--- src/rtl/adder_share_ctrl_if.sv ---
// Bundle of request, shared-adder and response signals for adder_share_ctrl.
// The master side is the client/adder environment; the slave side is the controller.
interface adder_share_ctrl_if #(
  parameter int unsigned NUM_REQ = 4,
  parameter int unsigned WIDTH   = 32,
  parameter int unsigned ID_W    = 2
);
  logic [NUM_REQ-1:0]       req_valid;
  logic [NUM_REQ-1:0]       req_ready;
  logic [NUM_REQ*WIDTH-1:0] req_a;
  logic [NUM_REQ*WIDTH-1:0] req_b;
  logic [WIDTH-1:0]         add_a;
  logic [WIDTH-1:0]         add_b;
  logic [WIDTH-1:0]         add_y;
  logic                     resp_valid;
  logic                     resp_ready;
  logic [WIDTH-1:0]         resp_sum;
  logic [ID_W-1:0]          resp_id;

  modport master (
    output req_valid, req_a, req_b, resp_ready, add_y,
    input  req_ready, add_a, add_b, resp_valid, resp_sum, resp_id
  );

  modport slave (
    input  req_valid, req_a, req_b, resp_ready, add_y,
    output req_ready, add_a, add_b, resp_valid, resp_sum, resp_id
  );
endinterface

--- src/rtl/adder_share_ctrl.sv ---
// Round-robin arbiter/sequencer time-sharing one combinational adder between
// NUM_REQ requesters; one transaction in flight, response tagged with requester index.
module adder_share_ctrl #(
  parameter int unsigned NUM_REQ = 4,
  parameter int unsigned WIDTH   = 32,
  parameter int unsigned ID_W    = 2
) (
  input  logic               clk,
  input  logic               rst_n,
  adder_share_ctrl_if.slave  bus,
  output logic               busy,
  output logic [15:0]        op_count
);

  typedef enum logic [1:0] {StIdle, StExec, StResp} state_e;

  state_e           state_q;
  logic [ID_W-1:0]  rr_ptr_q;
  logic [ID_W-1:0]  resp_id_q;
  logic [WIDTH-1:0] add_a_q;
  logic [WIDTH-1:0] add_b_q;
  logic [WIDTH-1:0] resp_sum_q;
  logic             resp_valid_q;
  logic [15:0]      op_count_q;

  logic             grant_valid;
  logic [ID_W-1:0]  grant_idx;
  logic [WIDTH-1:0] grant_a;
  logic [WIDTH-1:0] grant_b;
  logic [ID_W-1:0]  next_ptr;

  // Two passes: first look at indices >= rr_ptr, then wrap around to the low ones.
  always_comb begin
    grant_valid = 1'b0;
    grant_idx   = '0;
    grant_a     = '0;
    grant_b     = '0;
    for (int unsigned i = 0; i < NUM_REQ; i++) begin
      if (!grant_valid && bus.req_valid[i] && (i >= 32'(rr_ptr_q))) begin
        grant_valid = 1'b1;
        grant_idx   = ID_W'(i);
        grant_a     = bus.req_a[i*WIDTH +: WIDTH];
        grant_b     = bus.req_b[i*WIDTH +: WIDTH];
      end
    end
    for (int unsigned i = 0; i < NUM_REQ; i++) begin
      if (!grant_valid && bus.req_valid[i]) begin
        grant_valid = 1'b1;
        grant_idx   = ID_W'(i);
        grant_a     = bus.req_a[i*WIDTH +: WIDTH];
        grant_b     = bus.req_b[i*WIDTH +: WIDTH];
      end
    end
  end

  always_comb begin
    bus.req_ready = '0;
    for (int unsigned i = 0; i < NUM_REQ; i++) begin
      bus.req_ready[i] = (state_q == StIdle) && grant_valid && (32'(grant_idx) == i);
    end
  end

  assign next_ptr = (32'(resp_id_q) == NUM_REQ - 1) ? '0 : resp_id_q + 1'b1;

  always_ff @(posedge clk or negedge rst_n) begin
    if (!rst_n) begin
      state_q      <= StIdle;
      rr_ptr_q     <= '0;
      resp_id_q    <= '0;
      add_a_q      <= '0;
      add_b_q      <= '0;
      resp_sum_q   <= '0;
      resp_valid_q <= 1'b0;
      op_count_q   <= '0;
    end else begin
      unique case (state_q)
        StIdle: begin
          if (grant_valid) begin
            add_a_q   <= grant_a;
            add_b_q   <= grant_b;
            resp_id_q <= grant_idx;
            state_q   <= StExec;
          end
        end
        // Operands have been stable for a full cycle, so the ripple sum has settled.
        StExec: begin
          resp_sum_q   <= bus.add_y;
          resp_valid_q <= 1'b1;
          state_q      <= StResp;
        end
        StResp: begin
          if (bus.resp_ready) begin
            resp_valid_q <= 1'b0;
            rr_ptr_q     <= next_ptr;
            op_count_q   <= op_count_q + 16'd1;
            state_q      <= StIdle;
          end
        end
        default: state_q <= StIdle;
      endcase
    end
  end

  assign bus.add_a      = add_a_q;
  assign bus.add_b      = add_b_q;
  assign bus.resp_valid = resp_valid_q;
  assign bus.resp_sum   = resp_sum_q;
  assign bus.resp_id    = resp_id_q;
  assign busy           = (state_q != StIdle);
  assign op_count       = op_count_q;

endmodule
--- src/flat_wrapper.sv ---
// flat-port wrapper written by rule: the top's interface ports become plain ports
module adder_share_ctrl_flat 
#(
  parameter int unsigned NUM_REQ = 4,
  parameter int unsigned WIDTH   = 32,
  parameter int unsigned ID_W    = 2
)
  (clk, rst_n, busy, op_count, bus_req_valid, bus_req_a, bus_req_b, bus_resp_ready, bus_add_y, bus_req_ready, bus_add_a, bus_add_b, bus_resp_valid, bus_resp_sum, bus_resp_id);
  adder_share_ctrl_if #(.NUM_REQ(NUM_REQ), .WIDTH(WIDTH), .ID_W(ID_W)) bus_i ();
  input  logic clk;
  input  logic rst_n;
  output logic busy;
  output logic [15:0] op_count;
  input wire logic [$bits(bus_i.req_valid)-1:0] bus_req_valid;
  input wire logic [$bits(bus_i.req_a)-1:0] bus_req_a;
  input wire logic [$bits(bus_i.req_b)-1:0] bus_req_b;
  input wire logic [$bits(bus_i.resp_ready)-1:0] bus_resp_ready;
  input wire logic [$bits(bus_i.add_y)-1:0] bus_add_y;
  output wire logic [$bits(bus_i.req_ready)-1:0] bus_req_ready;
  output wire logic [$bits(bus_i.add_a)-1:0] bus_add_a;
  output wire logic [$bits(bus_i.add_b)-1:0] bus_add_b;
  output wire logic [$bits(bus_i.resp_valid)-1:0] bus_resp_valid;
  output wire logic [$bits(bus_i.resp_sum)-1:0] bus_resp_sum;
  output wire logic [$bits(bus_i.resp_id)-1:0] bus_resp_id;
  assign bus_i.req_valid = bus_req_valid;
  assign bus_i.req_a = bus_req_a;
  assign bus_i.req_b = bus_req_b;
  assign bus_i.resp_ready = bus_resp_ready;
  assign bus_i.add_y = bus_add_y;
  assign bus_req_ready = bus_i.req_ready;
  assign bus_add_a = bus_i.add_a;
  assign bus_add_b = bus_i.add_b;
  assign bus_resp_valid = bus_i.resp_valid;
  assign bus_resp_sum = bus_i.resp_sum;
  assign bus_resp_id = bus_i.resp_id;
  adder_share_ctrl #(.NUM_REQ(NUM_REQ), .WIDTH(WIDTH), .ID_W(ID_W)) u_core (.clk(clk), .rst_n(rst_n), .bus(bus_i), .busy(busy), .op_count(op_count));
endmodule
--- config.mk ---
export PLATFORM = sky130hd
export DESIGN_NAME = adder_share_ctrl_flat
export DESIGN_NICKNAME = d
export VERILOG_FILES = /design/src/rtl/adder_share_ctrl_if.sv /design/src/rtl/adder_share_ctrl.sv /design/src/flat_wrapper.sv
export SDC_FILE = /design/constraint.sdc
export NUM_CORES = 1
export LEC_CHECK = 0
export BUFFER_PORTS_ARGS = -buffer_cell sky130_fd_sc_hd__buf_2
export CAP_MARGIN = 20
export CORE_AREA = 4 4 158 160
export DETAILED_ROUTE_END_ITERATION = 10
export DIE_AREA = 0 0 162 164
export PLACE_DENSITY = 0.71
export SYNTH_ARGS = -nofsm -noshare
export SYNTH_HDL_FRONTEND = slang
export SYNTH_SLANG_ARGS = --single-unit
--- constraint.sdc ---
create_clock -name clk -period 5.6 [get_ports clk]
set_clock_uncertainty 0.2 [all_clocks]
set_input_delay 0.84 -clock clk [delete_from_list [all_inputs] [get_ports clk]]
set_output_delay 0.84 -clock clk [all_outputs]
set_load 0.05 [all_outputs]
* Yosys cells after proc, flatten, opt, wreduce, memory -nomap -nowiden
Index checks and enable logic that the tools add are counted.
W data, S select, Z words.
** Word-level totals
- Output and inout port bits :: 120
- Bits in registers :: 119
** Cells by class
- Magnitude comparators :: 3
- $add $sub $neg :: 2
- Equal/unequal tests :: 8
- Mux-type cells :: 37
- Reductions and logical operators :: 30
** Operators with widths (count)
- $mux W32 :: 16
- $mux W2 :: 9
- $add A16 B1 Y16 const B :: 1
- $logic_and A1 B1 Y1 :: 15
- $mux W1 :: 10
- $eq A2 B2 Y1 const B :: 4
- $reduce_and A2 Y1 :: 4
- $logic_not A1 Y1 :: 7
- $pmux W2 S3 :: 1
- $eq A2 B1 Y1 const B :: 2
- $ge A1 B2 Y1 const A :: 2
- $logic_not A2 Y1 :: 2
- $reduce_bool A2 Y1 :: 2
- $add A2 B1 Y2 const B :: 1
- $ge A2 B2 Y1 const A :: 1
- $ne A2 B1 Y1 const B :: 1
- $ne A2 B2 Y1 const B :: 1
- $pmux W1 S2 :: 1

* Depth between registers and ports, before layout
- Word-level depth :: 28
- Depth in mapped cells :: 8

* Least setup slack after synthesis
Ideal clock, no wire load.
- Kind :: input to output
- Start point :: input bus_req_valid[0]
- End point :: output bus_req_ready[1]
- Data arrival time :: 2.554 ns
- Buffers on the path :: 3
- Stages on the path :: 8
- Required time :: 4.560 ns
- Path slack :: 2.006 ns
- Cell sequence :: buf_2 -> nor2_1 -> a21o_1 -> inv_1 -> buf_2 -> buf_1 -> nand2_1 -> nor2_1
** Between the ends
- Word-level cells in the longest chain between the ends :: 27
- Elaborated cells between the ends (all ways) :: 35
** RTL lines
- from (decl) :: RTL line flat_wrapper.sv:14 : input wire logic [$bits(bus_i.req_valid)-1:0] bus_req_valid;
- $logic_and A1 B1 Y1 :: RTL line adder_share_ctrl.sv:39 : if (!grant_valid && bus.req_valid[i] && (i >= 32'(rr_ptr_q))) begin
- $mux W1 :: RTL line adder_share_ctrl.sv:39
- $logic_not A1 Y1 :: RTL line adder_share_ctrl.sv:39
- $logic_and A1 B1 Y1 (2 in a row) :: RTL line adder_share_ctrl.sv:39
- $mux W1 :: RTL line adder_share_ctrl.sv:39
- $logic_not A1 Y1 :: RTL line adder_share_ctrl.sv:39
- $logic_and A1 B1 Y1 (2 in a row) :: RTL line adder_share_ctrl.sv:39
- $mux W1 :: RTL line adder_share_ctrl.sv:39
- [... 9 more ...]
- $logic_not A1 Y1 :: RTL line adder_share_ctrl.sv:47 : if (!grant_valid && bus.req_valid[i]) begin
- $logic_and A1 B1 Y1 :: RTL line adder_share_ctrl.sv:47
- $mux W1 :: RTL line adder_share_ctrl.sv:47
- $logic_not A1 Y1 :: RTL line adder_share_ctrl.sv:47
- $logic_and A1 B1 Y1 :: RTL line adder_share_ctrl.sv:47
- $mux W2 / $mux W1 (equally long branches) :: RTL line adder_share_ctrl.sv:47
- $eq A2 B1 Y1 / $logic_and A1 B1 Y1 (equally long branches) :: RTL line adder_share_ctrl.sv:59 : bus.req_ready[i] = (state_q == StIdle) && grant_valid && (32'(grant_idx) == i);
- $logic_and A1 B1 Y1 (*) :: RTL line adder_share_ctrl.sv:59
- to (decl) :: RTL line flat_wrapper.sv:19 : output wire logic [$bits(bus_i.req_ready)-1:0] bus_req_ready;
Every way passes the cells marked *; elsewhere a longest branch is shown, timed or not.

* Worst setup path after layout
- Start point :: input bus_req_valid[0]
- End point :: output bus_req_ready[3]
** Between the ends
- Word-level cells in the longest chain between the ends :: 27
- Elaborated cells between the ends (all ways) :: 35
** RTL lines (RTL line)
- $logic_and A1 B1 Y1 :: adder_share_ctrl.sv:39
- $mux W1 :: adder_share_ctrl.sv:39
- $logic_not A1 Y1 :: adder_share_ctrl.sv:39
- $logic_and A1 B1 Y1 (2 in a row) :: adder_share_ctrl.sv:39
- $mux W1 :: adder_share_ctrl.sv:39
- $logic_not A1 Y1 :: adder_share_ctrl.sv:39
- $logic_and A1 B1 Y1 (2 in a row) :: adder_share_ctrl.sv:39
- $mux W1 :: adder_share_ctrl.sv:39
- [... 9 more ...]
- $logic_not A1 Y1 :: adder_share_ctrl.sv:47
- $logic_and A1 B1 Y1 :: adder_share_ctrl.sv:47
- $mux W1 :: adder_share_ctrl.sv:47
- $logic_not A1 Y1 :: adder_share_ctrl.sv:47
- $logic_and A1 B1 Y1 :: adder_share_ctrl.sv:47
- $mux W2 / $mux W1 (equally long branches) :: adder_share_ctrl.sv:47
- $eq A2 B2 Y1 / $logic_and A1 B1 Y1 (equally long branches) :: adder_share_ctrl.sv:59
- $logic_and A1 B1 Y1 (*) :: adder_share_ctrl.sv:59
Marked as above.

==> summary.md <==
The final number of max-transition violations came out at 0. Post-CTS timing repair inserted 0 buffers for setup. The final net count is 1,548, and the synthesis-to-finish area growth is 35.05%. Across all register-to-register paths, the minimum setup slack is 2.13 ns.

Averaged over all synthesized cells, the footprint is 9.132 µm². The CTS clock-pin slew for the worst setup and hold paths was 0.06 ns. The leakage power was 5.098 nW; the combined area of all synthesized cells was 8228 µm².

After detailed routing, the number of remaining DRC violations is 0. The tools report the post-DP HPWL as 24.99 mm. The slew at the pin closest to its max-slew limit was 1.084 ns. The flow ran to the end, and the final reports show no timing, DRC or antenna violations. Type of element launching the critical path: an input pin. Data arrives at the worst endpoint at 3.00 ns.

Setup repair after global routing left no endpoint under its margin. The critical path in this run is classified as in2out. Max-cap violations in this run came to 0. The sequential share of power was 22.7%; the overall die height was 164 µm.

After clock tree synthesis, the repair step resized 0 gates. The tools report the footprint of the flip-flops and latches as 2979 µm². Including well taps, the total number of placed cells is 1,551. For this run, the total global-route usage over all layers was measured as 26.64%.

The initial utilization of the core area, before any placement, comes to 35.16%. The number of storage elements in the synthesis netlist was 119; the worst-path maximum fanout was 39. Routed length per instance: 23.47 µm. The power share of the clock group was 16.8%; the number of clock sinks seen by CTS was 119.

The sink of the worst hold path was u_core.op_count[15]$_DFFE_PN0P_. The via count is 9,873, and the number of buffers inserted during clock tree synthesis is 17. The sequential cell area fraction in the yosys report is 36.19%, and the global-route congestion overflow total is 0. Counting I/O delays and the setup requirement, the final critical path takes 4.043 ns. For this run, the number of standard cells in the final layout without fillers is 1,583. The die area came out at 26,570 µm². The count of filler cells inserted in the layout was 2,341; the initial antenna violation count was 1. The first global-routing pass estimated 56.55 mm of wire. The clock latency on the worst-skew pair is 0.41 ns.

The launch point of the worst reg-to-reg path was u_core.rr_ptr_q[0]$_DFFE_PN0P_. In the synthesized netlist, the number of instances is 901. The tools report the iteration-0 DRC count of the detailed router as 1,104. Worst min-delay path startpoint: u_core.op_count[15]$_DFFE_PN0P_. The number of cells on the worst reg-to-reg path works out to 6.

Combinational logic is responsible for 60.5% of the overall power. Setup violations remaining at the end of the flow were counted as 0. The number of distinct library cells after synthesis is 45, and the total power per unit cell area is 612.8 nW/µm².

The H-tree was split into 4 levels. The post-detailed-route via-to-cell ratio works out to 6.237. The logs give 415 for the number of top-level design ports and 56 for the number of core rows. For the synthesized net count, the log shows 1,198.

The class of the worst hold path is reg2reg. TritonCTS built the clock tree. The number of synthesis warnings came out at 0. Cell internal power was estimated by the tool at 3.247 mW. The multi-input combinational cells in the finished layout cover a total of 4856 µm². After detailed routing, the total wire length is 37.16 mm. The worst register-to-register path ends at u_core.bus.add_a[18]$_DFFE_PN0P_. Across the VDD grid, the largest voltage drop is 309.7 µV. The die is 162 µm wide. The logs give 7 for the number of iterations in the first detailed-routing pass and 0 ns for the aggregate negative setup slack.

Leaving out fill and tap cells, the most frequent cell in the layout is sky130_fd_sc_hd__buf_2. The share of total power consumed by net switching is 52.32%, and the share of final-layout standard cells stronger than drive strength 1 is 41.30%. The final critical path takes up 72.20% of the cycle. The repair_antennas step left the layout with diodes totalling 0. Depth of the worst hold-timing path: 1. Entering global routing, the biggest net connects 66 pins. Leaving out fill and tap cells, the most frequent cells in the layout are 413 x sky130_fd_sc_hd__buf_2, 118 x sky130_fd_sc_hd__dfrtp_1, 64 x sky130_fd_sc_hd__a221oi_1, 64 x sky130_fd_sc_hd__a221o_1, 52 x sky130_fd_sc_hd__nand2_1. The tools report the endpoint kind of the worst setup timing path as a primary output. The logs give 0 for the total of hold buffers inserted after clock tree synthesis and 9,868 for the number of global-route vias before repair.

At the end of routability-driven placement, the weighted congestion stood at 0.9143. The core region is 23,400 µm². The root buffer cell chosen for the clock tree is sky130_fd_sc_hd__clkbuf_16.

The run gives 0 as the final hold violation count. The logs give 0 for the number of nets with antenna violations after routing and 4.56 ns for the required time at the worst-slack endpoint. The fmax was 0.2473 GHz; the net switching power was 3.562 mW. Measured against its own limit, the worst slew margin works out to 27.56%.

The run gives 2 as the number of buffers on the longest clock path. During placement, the flow inserted port buffers numbering 414.
[worst max path at each step]
stage | startpoint | to | slack (ns) | cells past startpoint
global placement | bus_req_valid[0] | u_core.bus.add_b[15]$_DFFE_PN0P_ | 1.52 | 7
floorplan | bus_req_valid[0] | bus_req_ready[1] | 2.01 | 8
finish | bus_req_valid[0] | bus_req_ready[3] | 1.56 | 7
global route | bus_req_valid[0] | bus_req_ready[3] | 1.39 | 7
detailed placement | bus_req_valid[0] | bus_req_ready[3] | 1.56 | 7
CTS | u_core.rr_ptr_q[0]$_DFFE_PN0P_ | bus_req_ready[3] | 1.53 | 7
[layer usage]
| metal | part of all wire [%] | track usage [%] |
|---|---|---|
| met1 | 39 | 34.04 |
| met2 | 49 | 44.69 |
| met3 | 9.3 | 5.496 |
| met4 | 3.1 | 9.881 |
| met5 | 0.035 | 0 |
[cell families (layout without fill, tap and decap cells)]
group / Yosys count / in the layout / share of synthesized area [%]
fa+ha+maj: 2 / 2 / 0.3041
xor+xnor: 15 / 15 / 1.597
simple gates: 255 / 255 / 17.46
mux: 33 / 33 / 4.516
compound gates: 366 / 366 / 34.44
buf+inv: 111 / 474 / 5.489
flops: 119 / 119 / 36.19
[state kept, by name, indices dropped and copies added, names as in the netlist]
register,flops
u_core.bus.resp_id,2
u_core.bus.add_a,32
u_core.state_q,2
u_core.rr_ptr_q,2
u_core.bus.add_b,32
u_core.op_count,16
u_core.bus.resp_valid,1
u_core.bus.resp_sum,32
[worst max-delay path, cell delays in order]
cell                      delay [ns]
sky130_fd_sc_hd__buf_2          0.59
sky130_fd_sc_hd__nor2_1         0.18
sky130_fd_sc_hd__a21o_2         0.56
sky130_fd_sc_hd__inv_2          0.24
sky130_fd_sc_hd__nand2_1        0.15
sky130_fd_sc_hd__nor2_1         0.13
sky130_fd_sc_hd__buf_2          0.29
[cell type report]
cell class | count | share of cell area, %
Tap cell | 319 | 3.592
Inverter | 5 | 0.1689
Clock inverter | 14 | 1.464
Clock buffer | 18 | 3.862
Multi-Input combinational cell | 671 | 43.70
Sequential cell | 119 | 26.81
Timing Repair Buffer | 437 | 20.40
[through the flow]
step / util [%] / power, mW / cell area, µm² / hold slack, ns / setup slack, ns
5_1_grt: 47.48 / 7.161 / 11110 / 0.2751 / 1.394
3_3_place_gp: 44.84 / 5.564 / 10490 / 0.2597 / 1.521
4_1_cts: 47.48 / 6.815 / 11110 / 0.2717 / 1.530
3_5_place_dp: 44.95 / 5.657 / 10520 / 0.2618 / 1.562
6_report: 47.48 / 6.809 / 11110 / 0.2686 / 1.557
2_1_floorplan: - / 4.516 / 8228 / 0.3444 / 2.006
[synth_stat cells, drive strengths merged]
| library cell | number | area, µm² |
|---|---|---|
| inv | 5 | 18.76 |
| buf | 37 | 173.9 |
| nand3 | 37 | 185.2 |
| nor2 | 46 | 175.2 |
| nand4 | 4 | 25.02 |
| and4 | 3 | 26.28 |
| a22oi | 2 | 15.01 |
| o311ai | 31 | 271.5 |
| and2 | 1 | 6.260 |
| o21ai | 35 | 175.2 |
| clkbuf | 69 | 259.0 |
| a22o | 32 | 280.3 |
| xnor2 | 11 | 96.34 |
| a21o | 3 | 22.52 |
| o21a | 32 | 240.2 |
| nand2b | 3 | 18.77 |
| dfrtp | 119 | 2978 |
| and3 | 2 | 12.51 |
| ha | 2 | 25.02 |
| o22ai | 31 | 193.9 |
| o31ai | 1 | 7.510 |
| o211ai | 1 | 12.51 |
| xor2 | 4 | 35.03 |
| or2 | 4 | 25.02 |
| and3b | 33 | 289.0 |
| or3 | 32 | 200.2 |
| a31oi | 32 | 200.2 |
| a21oi | 35 | 182.7 |
| o21bai | 1 | 7.510 |
| and2b | 1 | 7.510 |
| mux2 | 33 | 371.6 |
| nor3b | 32 | 240.2 |
| nor3 | 2 | 10.01 |
| o221ai | 1 | 8.760 |
| a221o | 64 | 640.6 |
| nand3b | 1 | 7.510 |
| a221oi | 64 | 560.5 |
| nor2b | 2 | 12.51 |
| o2111ai | 1 | 15.01 |
| nand2 | 52 | 195.2 |
[power groups by stage]
stage	registers (mW)	clock network (mW)	logic (mW)
after floorplan	2.75	0	1.77
after global placement	1.54	0	4.02
after detailed placement	1.55	0	4.11
after CTS	1.54	1.16	4.11
after global routing	1.59	1.20	4.37
final	1.55	1.14	4.12
No activity file was read; power rests on OpenSTA's default activity.
